==> src/rtl/alu_pkg.sv <==
// Shared types for the ALU issue controller: ALU opcodes, MIPS funct codes
// and the response FIFO entry layout.
package alu_pkg;

    localparam int ALU_DATA_W = 32;
    localparam int ALU_TAG_W  = 4;

    typedef enum logic [3:0] {
        ALU_AND  = 4'd0,
        ALU_OR   = 4'd1,
        ALU_XOR  = 4'd2,
        ALU_NOR  = 4'd3,
        ALU_SLL  = 4'd4,
        ALU_SRL  = 4'd5,
        ALU_ADD  = 4'd6,
        ALU_SUB  = 4'd7,
        ALU_SLTU = 4'd8,
        ALU_SLT  = 4'd9
    } aluop_t;

    localparam logic [5:0] FUNCT_SLL  = 6'h00;
    localparam logic [5:0] FUNCT_SRL  = 6'h02;
    localparam logic [5:0] FUNCT_ADD  = 6'h20;
    localparam logic [5:0] FUNCT_ADDU = 6'h21;
    localparam logic [5:0] FUNCT_SUB  = 6'h22;
    localparam logic [5:0] FUNCT_SUBU = 6'h23;
    localparam logic [5:0] FUNCT_AND  = 6'h24;
    localparam logic [5:0] FUNCT_OR   = 6'h25;
    localparam logic [5:0] FUNCT_XOR  = 6'h26;
    localparam logic [5:0] FUNCT_NOR  = 6'h27;
    localparam logic [5:0] FUNCT_SLT  = 6'h2A;
    localparam logic [5:0] FUNCT_SLTU = 6'h2B;

    typedef struct packed {
        logic [ALU_DATA_W-1:0] data;
        logic                  neg;
        logic                  zero;
        logic                  ovf;
        logic                  err;
        logic [ALU_TAG_W-1:0]  tag;
    } resp_t;

endpackage

==> src/rtl/alu_funct_decode.sv <==
// Combinational MIPS funct -> ALU opcode decoder.
// ALU_OVF_TRAP_EN marks signed ADD/SUB as overflow-trap capable.
module alu_funct_decode
    import alu_pkg::*;
(
    input  logic [5:0] i_funct,
    output aluop_t     o_aluop,
    output logic       o_legal,
    output logic       o_trap_cap
);

`ifdef ALU_OVF_TRAP_EN
    localparam logic TRAP_EN = 1'b1;
`else
    localparam logic TRAP_EN = 1'b0;
`endif

    always_comb begin
        o_aluop    = ALU_AND;
        o_legal    = 1'b1;
        o_trap_cap = 1'b0;
        case (i_funct)
            FUNCT_AND:  o_aluop = ALU_AND;
            FUNCT_OR:   o_aluop = ALU_OR;
            FUNCT_XOR:  o_aluop = ALU_XOR;
            FUNCT_NOR:  o_aluop = ALU_NOR;
            FUNCT_SLL:  o_aluop = ALU_SLL;
            FUNCT_SRL:  o_aluop = ALU_SRL;
            FUNCT_ADD: begin
                o_aluop    = ALU_ADD;
                o_trap_cap = TRAP_EN;
            end
            FUNCT_ADDU: o_aluop = ALU_ADD;
            FUNCT_SUB: begin
                o_aluop    = ALU_SUB;
                o_trap_cap = TRAP_EN;
            end
            FUNCT_SUBU: o_aluop = ALU_SUB;
            FUNCT_SLTU: o_aluop = ALU_SLTU;
            FUNCT_SLT:  o_aluop = ALU_SLT;
            default:    o_legal = 1'b0;
        endcase
    end

endmodule

==> src/rtl/alu_issue_ctrl.sv <==
// ALU issue controller: IDLE/EXEC sequencer driving an external ALU and an
// in-order FWFT response FIFO. Overflow trapping enabled by ALU_OVF_TRAP_EN.
module alu_issue_ctrl
    import alu_pkg::*;
#(
    parameter int DATA_W     = ALU_DATA_W,
    parameter int TAG_W      = ALU_TAG_W,
    parameter int FIFO_DEPTH = 4
) (
    input  logic              clk,
    input  logic              rst,
    input  logic              cmd_valid,
    output logic              cmd_ready,
    input  logic [5:0]        cmd_funct,
    input  logic [DATA_W-1:0] cmd_a,
    input  logic [DATA_W-1:0] cmd_b,
    input  logic [TAG_W-1:0]  cmd_tag,
    output logic [DATA_W-1:0] alu_portA,
    output logic [DATA_W-1:0] alu_portB,
    output logic [3:0]        alu_aluop,
    input  logic [DATA_W-1:0] alu_outPort,
    input  logic              alu_negF,
    input  logic              alu_zerF,
    input  logic              alu_oveF,
    output logic              resp_valid,
    input  logic              resp_ready,
    output logic [DATA_W-1:0] resp_data,
    output logic              resp_neg,
    output logic              resp_zero,
    output logic              resp_ovf,
    output logic              resp_err,
    output logic [TAG_W-1:0]  resp_tag
);

    localparam int PTR_W = $clog2(FIFO_DEPTH);
    localparam int CNT_W = PTR_W + 1;
    localparam logic [CNT_W-1:0] DEPTH_C = CNT_W'(FIFO_DEPTH);

    typedef enum logic {S_IDLE, S_EXEC} state_t;

    state_t            r_state;
    logic              r_ready;
    logic [DATA_W-1:0] r_a;
    logic [DATA_W-1:0] r_b;
    logic [TAG_W-1:0]  r_tag;
    aluop_t            r_aluop;
    logic              r_illegal;
    logic              r_trap;

    resp_t             r_mem [FIFO_DEPTH];
    logic [PTR_W-1:0]  r_wptr;
    logic [PTR_W-1:0]  r_rptr;
    logic [CNT_W-1:0]  r_used;
    logic [CNT_W-1:0]  r_rsv;

    aluop_t            w_aluop;
    logic              w_legal;
    logic              w_trap_cap;
    logic              w_accept;
    logic              w_push;
    logic              w_pop;
    logic              w_err;
    logic [CNT_W-1:0]  w_rsv_next;
    logic [CNT_W-1:0]  w_used_next;
    resp_t             w_entry;

    alu_funct_decode u_dec (
        .i_funct    (cmd_funct),
        .o_aluop    (w_aluop),
        .o_legal    (w_legal),
        .o_trap_cap (w_trap_cap)
    );

    assign w_accept = cmd_valid && r_ready;
    assign w_push   = (r_state == S_EXEC);
    assign w_pop    = resp_valid && resp_ready;

    // r_rsv counts occupied plus in-flight slots, so a push never sees full
    assign w_rsv_next  = r_rsv + CNT_W'(w_accept) - CNT_W'(w_pop);
    assign w_used_next = r_used + CNT_W'(w_push) - CNT_W'(w_pop);

    assign w_err = r_illegal || (r_trap && alu_oveF);

    always_comb begin
        w_entry      = '0;
        w_entry.data = w_err ? '0 : alu_outPort;
        w_entry.neg  = r_illegal ? 1'b0 : alu_negF;
        w_entry.zero = r_illegal ? 1'b0 : alu_zerF;
        w_entry.ovf  = r_illegal ? 1'b0 : alu_oveF;
        w_entry.err  = w_err;
        w_entry.tag  = r_tag;
    end

    always_ff @(posedge clk or posedge rst) begin
        if (rst) begin
            r_state   <= S_IDLE;
            r_ready   <= 1'b0;
            r_a       <= '0;
            r_b       <= '0;
            r_tag     <= '0;
            r_aluop   <= ALU_AND;
            r_illegal <= 1'b0;
            r_trap    <= 1'b0;
            r_wptr    <= '0;
            r_rptr    <= '0;
            r_used    <= '0;
            r_rsv     <= '0;
            for (int i = 0; i < FIFO_DEPTH; i++) begin
                r_mem[i] <= '0;
            end
        end else begin
            r_rsv  <= w_rsv_next;
            r_used <= w_used_next;
            if (w_pop) begin
                r_rptr <= r_rptr + PTR_W'(1);
            end
            if (w_push) begin
                r_mem[r_wptr] <= w_entry;
                r_wptr        <= r_wptr + PTR_W'(1);
            end
            case (r_state)
                S_IDLE: begin
                    if (w_accept) begin
                        r_state   <= S_EXEC;
                        r_ready   <= 1'b0;
                        r_a       <= cmd_a;
                        r_b       <= cmd_b;
                        r_tag     <= cmd_tag;
                        r_aluop   <= w_legal ? w_aluop : ALU_AND;
                        r_illegal <= !w_legal;
                        r_trap    <= w_trap_cap;
                    end else begin
                        r_ready <= (w_rsv_next < DEPTH_C);
                    end
                end
                S_EXEC: begin
                    r_state <= S_IDLE;
                    r_ready <= (w_rsv_next < DEPTH_C);
                end
                default: begin
                    r_state <= S_IDLE;
                    r_ready <= 1'b0;
                end
            endcase
        end
    end

    assign cmd_ready  = r_ready;
    assign alu_portA  = r_a;
    assign alu_portB  = r_b;
    assign alu_aluop  = r_aluop;

    assign resp_valid = (r_used != '0);
    assign resp_data  = r_mem[r_rptr].data;
    assign resp_neg   = r_mem[r_rptr].neg;
    assign resp_zero  = r_mem[r_rptr].zero;
    assign resp_ovf   = r_mem[r_rptr].ovf;
    assign resp_err   = r_mem[r_rptr].err;
    assign resp_tag   = r_mem[r_rptr].tag;

endmodule

==> config.mk <==
export PLATFORM = sky130hd
export DESIGN_NAME = alu_issue_ctrl
export DESIGN_NICKNAME = d
export VERILOG_FILES = /design/src/rtl/alu_pkg.sv /design/src/rtl/alu_funct_decode.sv /design/src/rtl/alu_issue_ctrl.sv
export SDC_FILE = /design/constraint.sdc
export NUM_CORES = 1
export LEC_CHECK = 0
export CORE_ASPECT_RATIO = 0.7
export CORE_UTILIZATION = 55
export CTS_CLUSTER_SIZE = 25
export DETAILED_ROUTE_END_ITERATION = 10
export PLACE_DENSITY = 0.84
export SYNTH_ARGS = -nofsm -noshare
export SYNTH_HDL_FRONTEND = slang
export SYNTH_SLANG_ARGS = --single-unit
==> constraint.sdc <==
create_clock -name clk -period 12.1 [get_ports clk]
set_input_delay 1.21 -clock clk [delete_from_list [all_inputs] [get_ports clk]]
set_output_delay 1.21 -clock clk [all_outputs]
set_load 0.005 [all_outputs]
==> results.yml <==
drt:
  route.detailed.wl_per_inst_microns: 17.34
  met2_wirelength_mm: 11.59
  post-route-drc-count: 0
  vias: 7521
  met1Wirelength_mm: 10.26
  top_signal_layer_used: "met4"
  drt-total-wl_mm: 24.23
  dr_vias_cell: 5.384
  detail-route-antenna-nets: 0
  detailedRoute.firstPassIterationCount: 5
  met3RoutedLength_mm: 1.881
  initialDrtViolationCount: 669
worst_hold_path:
  hold_path_startpoint: "alu_portA[24]"
  worst_hold_path_type: "reg2reg"
yosys:
  synth.mux.area_fraction_pct: 11.13
  synth_top_family_by_area: "simple AND/OR/NAND/NOR gates"
  synth_top_area_share_pct: 60.06
  flops_latches_synth: 245
  yosysWarnings: 0
  ys_dominant_reg_cell: "sky130_fd_sc_hd__dfrtp_1"
  post_synth_xor_area_fraction_pct: 0.6864
  yosysTopAreaCell: "sky130_fd_sc_hd__dfrtp_1"
  post_synthesis_cells: 951
  synth_simple_gate_area_share_pct: 15.87
  post_synthesis_cell_area_sq_um: 10210
  synth-edff-count: 0
  post_synth.cell_area_avg_sq_um: 10.73
  mappedNetlistNets: 1072
  post_synth_num_cell_types: 28
  synth_async_sr_flop_share_pct: 100.0
  synth_top_cells_by_count: "356 x sky130_fd_sc_hd__nand2_1, 245 x sky130_fd_sc_hd__dfrtp_1, 145 x sky130_fd_sc_hd__o21ai_0, 40 x sky130_fd_sc_hd__mux4_2, 37 x sky130_fd_sc_hd__nand2b_1"
  synthAdderAreaFrac_pct: 1.128
  ys_seq_area_share_pct: 60.06
  synth.area.top_cells: "sky130_fd_sc_hd__dfrtp_1 60%, sky130_fd_sc_hd__nand2_1 13%, sky130_fd_sc_hd__mux4_2 8.8%, sky130_fd_sc_hd__o21ai_0 7.1%, sky130_fd_sc_hd__nand2b_1 2.3%"
  synth.most_common_cell: "sky130_fd_sc_hd__nand2_1"
  synth_compound_area_share_pct: 7.734
cells_and_area:
  antenna_cells: 0
  filler_cell_count: 1220
  multiInputGateArea_sq_um: 3741
  final_core_util_pct: 73.60
  regArea_sq_um: 6133
  drive_gt1_share_pct: 10.34
  nNetsFinal: 1266
  synthToLayoutAreaGrowth_pct: 30.56
  fin_area_sq_um: 13330
floorplan:
  io_pins: 223
  die_h_microns: 116.0
  coreArea_sq_um: 18110
  placementRows: 41
  die-width_microns: 164.8
  floorplan.initialDensity_pct: 56.37
  die_area_sq_um: 19120
global_route:
  grt_antenna_before_repair: 0
  grt_max_degree: 86
  grt_first_pass_wirelength_mm: 39.29
  grt_pass1_vias: 7626
  total_routing_usage_gr_pct: 26.50
  globalRouteOverflowTotal: 0
worst_setup_path:
  cp_max_delay_cell: "sky130_fd_sc_hd__dfrtp_2"
  setup.worst_path.start_class: "flop"
  worst_ep_required_time_ns: 10.89
  max_stage_delay_ns: 0.77
  critPathArrivalTime_ns: 2.90
  worstSetupStartpoint: "r_rptr[0]"
  cp_top_family: "buffers and inverters"
  worstReg2RegStart: "r_state"
  cp-end-kind: "output port"
  setup.worst_path.class: "reg2out"
  worst_path_buffer_plus_inverter_count: 2
  cp_cell_sequence: "buf_4 -> mux4_2 -> clkdlybuf4s50_1"
  crit_path_max_fanout: 24
sta:
  clock_skew_ns: 0.01418
  fmax_ghz: 0.2431
  fin_tns_setup_ns: 0
  relative_max_transition_margin_pct: 21.24
  worst_pin_slew_ns: 1.181
  finalWorstPathRequiredPeriod_ns: 4.113
  unrepaired_setup_endpoints_after_global_routing: "false"
  timing_max_transition_violations_final: 0
  final.period_utilization_pct: 33.99
  hold_viol: 0
  final_count_of_negative_setup_slack_endpoints: 0
placed_design:
  post_dp_cell_area_sq_um: 12500
  buffer_ports.inserted: 222
  dpl.hpwl_mm: 15.26
  globalplace.congestion: 0.7656
power:
  powerDensity_nw_per_um2: 267.1
  ir_drop_worst_vdd_uv: 152.4
  cellLeakagePower_nw: 6.080
outcome:
  outcome: "finished clean"
clock_network:
  cts_buffer_depth: 3
  clkLatencyLatePin_ns: 0.51
  hold_buffers: 0
  htree_levels: 1
  tritoncts.num_buffers: 24
  post_cts_buffers: 0
  clk_root_buffer_cell: "sky130_fd_sc_hd__clkbuf_16"
  cts_tree: "yes"
  clk_transition_reported_paths_ns: 0.06
  tritoncts_num_sinks: 245
  post_cts_resize_count: 0
job:
  max-cap-violations: 0
-- power by group --
group	leakage (nW)	internal, W	switching (W)
clock network	0.405	0.000464	0.000306
registers	3.13	0.00120	0.000264
logic	2.55	0.000771	0.000560
-- cell type report --
type / instances / area share [%]
Multi-Input combinational cell: 633 / 28.07
Tap cell: 236 / 2.216
Sequential cell: 245 / 46.02
Clock buffer: 31 / 5.163
Clock inverter: 11 / 1.014
Inverter: 10 / 0.3380
Timing Repair Buffer: 231 / 17.18
-- cell usage in the layout, fill, tap and decap left out, types with 2 or more instances in the layout --
| master | synthesis | routed |
|---|---|---|
| sky130_fd_sc_hd__nor3_1 | 2 | 2 |
| sky130_fd_sc_hd__nand2_1 | 356 | 352 |
| sky130_fd_sc_hd__clkbuf_16 | 0 | 25 |
| sky130_fd_sc_hd__clkbuf_8 | 0 | 4 |
| sky130_fd_sc_hd__inv_1 | 9 | 8 |
| sky130_fd_sc_hd__mux2_2 | 20 | 20 |
| sky130_fd_sc_hd__o21ai_0 | 145 | 145 |
| sky130_fd_sc_hd__nor2_1 | 5 | 5 |
| sky130_fd_sc_hd__xor2_1 | 2 | 2 |
| sky130_fd_sc_hd__a21oi_1 | 3 | 3 |
| sky130_fd_sc_hd__fa_1 | 2 | 2 |
| sky130_fd_sc_hd__ha_1 | 6 | 6 |
| sky130_fd_sc_hd__clkdlybuf4s50_1 | 0 | 222 |
| sky130_fd_sc_hd__mux4_2 | 40 | 40 |
| sky130_fd_sc_hd__nand2_2 | 0 | 4 |
| sky130_fd_sc_hd__o41ai_2 | 2 | 2 |
| sky130_fd_sc_hd__xnor2_1 | 6 | 6 |
| sky130_fd_sc_hd__dfrtp_2 | 0 | 2 |
| sky130_fd_sc_hd__dfrtp_1 | 245 | 243 |
| sky130_fd_sc_hd__clkbuf_1 | 24 | 2 |
| sky130_fd_sc_hd__buf_4 | 3 | 9 |
| sky130_fd_sc_hd__nand2b_1 | 37 | 37 |
| sky130_fd_sc_hd__bufinv_16 | 0 | 3 |
| sky130_fd_sc_hd__clkinv_2 | 0 | 6 |
| sky130_fd_sc_hd__clkinvlp_4 | 0 | 2 |
-- metrics by stage --
stage | instances | hold WS, ns | setup slack [ns] | total power (W)
2_1_floorplan | 951 | 0.4436 | 4.160 | 0.002120
3_3_place_gp | 1355 | 0.4563 | 8.352 | 0.002734
3_5_place_dp | 1355 | 0.4614 | 8.329 | 0.002795
4_1_cts | 1397 | 0.4765 | 7.907 | 0.003588
5_1_grt | 1397 | 0.4878 | 7.756 | 0.003802
6_report | 1397 | 0.4710 | 7.987 | 0.003560
-- worst paths after layout --
| check | depth (start not counted) | endpoint | slack [ns] |
|---|---|---|---|
| min in group asynchronous | 2 | r_rsv[0] | 1.17 |
| worst max-delay path | 3 | resp_data[11] | 7.99 |
| worst max register to register | 5 | alu_portB[6] | 9.49 |
| worst min register to register | 2 | alu_portA[24] | 0.47 |
| max in group asynchronous | 3 | r_mem[140] | 9.46 |
| worst min-delay path | 2 | alu_portA[24] | 0.47 |
-- state kept, by name, summed over array words and instances (netlist names) --
signal / flops
alu_portA: 32
r_tag: 4
cmd_ready: 1
r_rptr: 2
alu_aluop: 4
alu_portB: 32
r_rsv: 3
r_wptr: 2
r_mem: 160
r_illegal: 1
r_state: 1
r_used: 3
-- worst reg2reg max path, cell delays in order, from the launching register on --
cell,delay [ns]
sky130_fd_sc_hd__dfrtp_1,0.53
sky130_fd_sc_hd__or2_2,0.36
sky130_fd_sc_hd__buf_4,0.35
sky130_fd_sc_hd__inv_2,0.95
sky130_fd_sc_hd__nand2_1,0.25
sky130_fd_sc_hd__nand2_1,0.11
-- per-layer routing --
| metal | track usage (%) | vias up |
|---|---|---|
| met5 | 0 | - |
| met4 | 5.933 | 0 |
| met3 | 6.800 | 36 |
| met2 | 42.86 | 250 |
| met1 | 36.58 | 3727 |
| li1 | - | 3508 |
-- logic make-up (layout without fill, tap and decap cells) --
group,Yosys count,after routing
AO/OA/AOI/OAI,152,152
adder cells (fa/ha/maj),8,8
buffers and inverters,73,283
flip-flops,245,245
AND/OR/NAND/NOR,404,404
multiplexers,61,61
XOR/XNOR,8,8
Power figures use the tool's default switching activity.
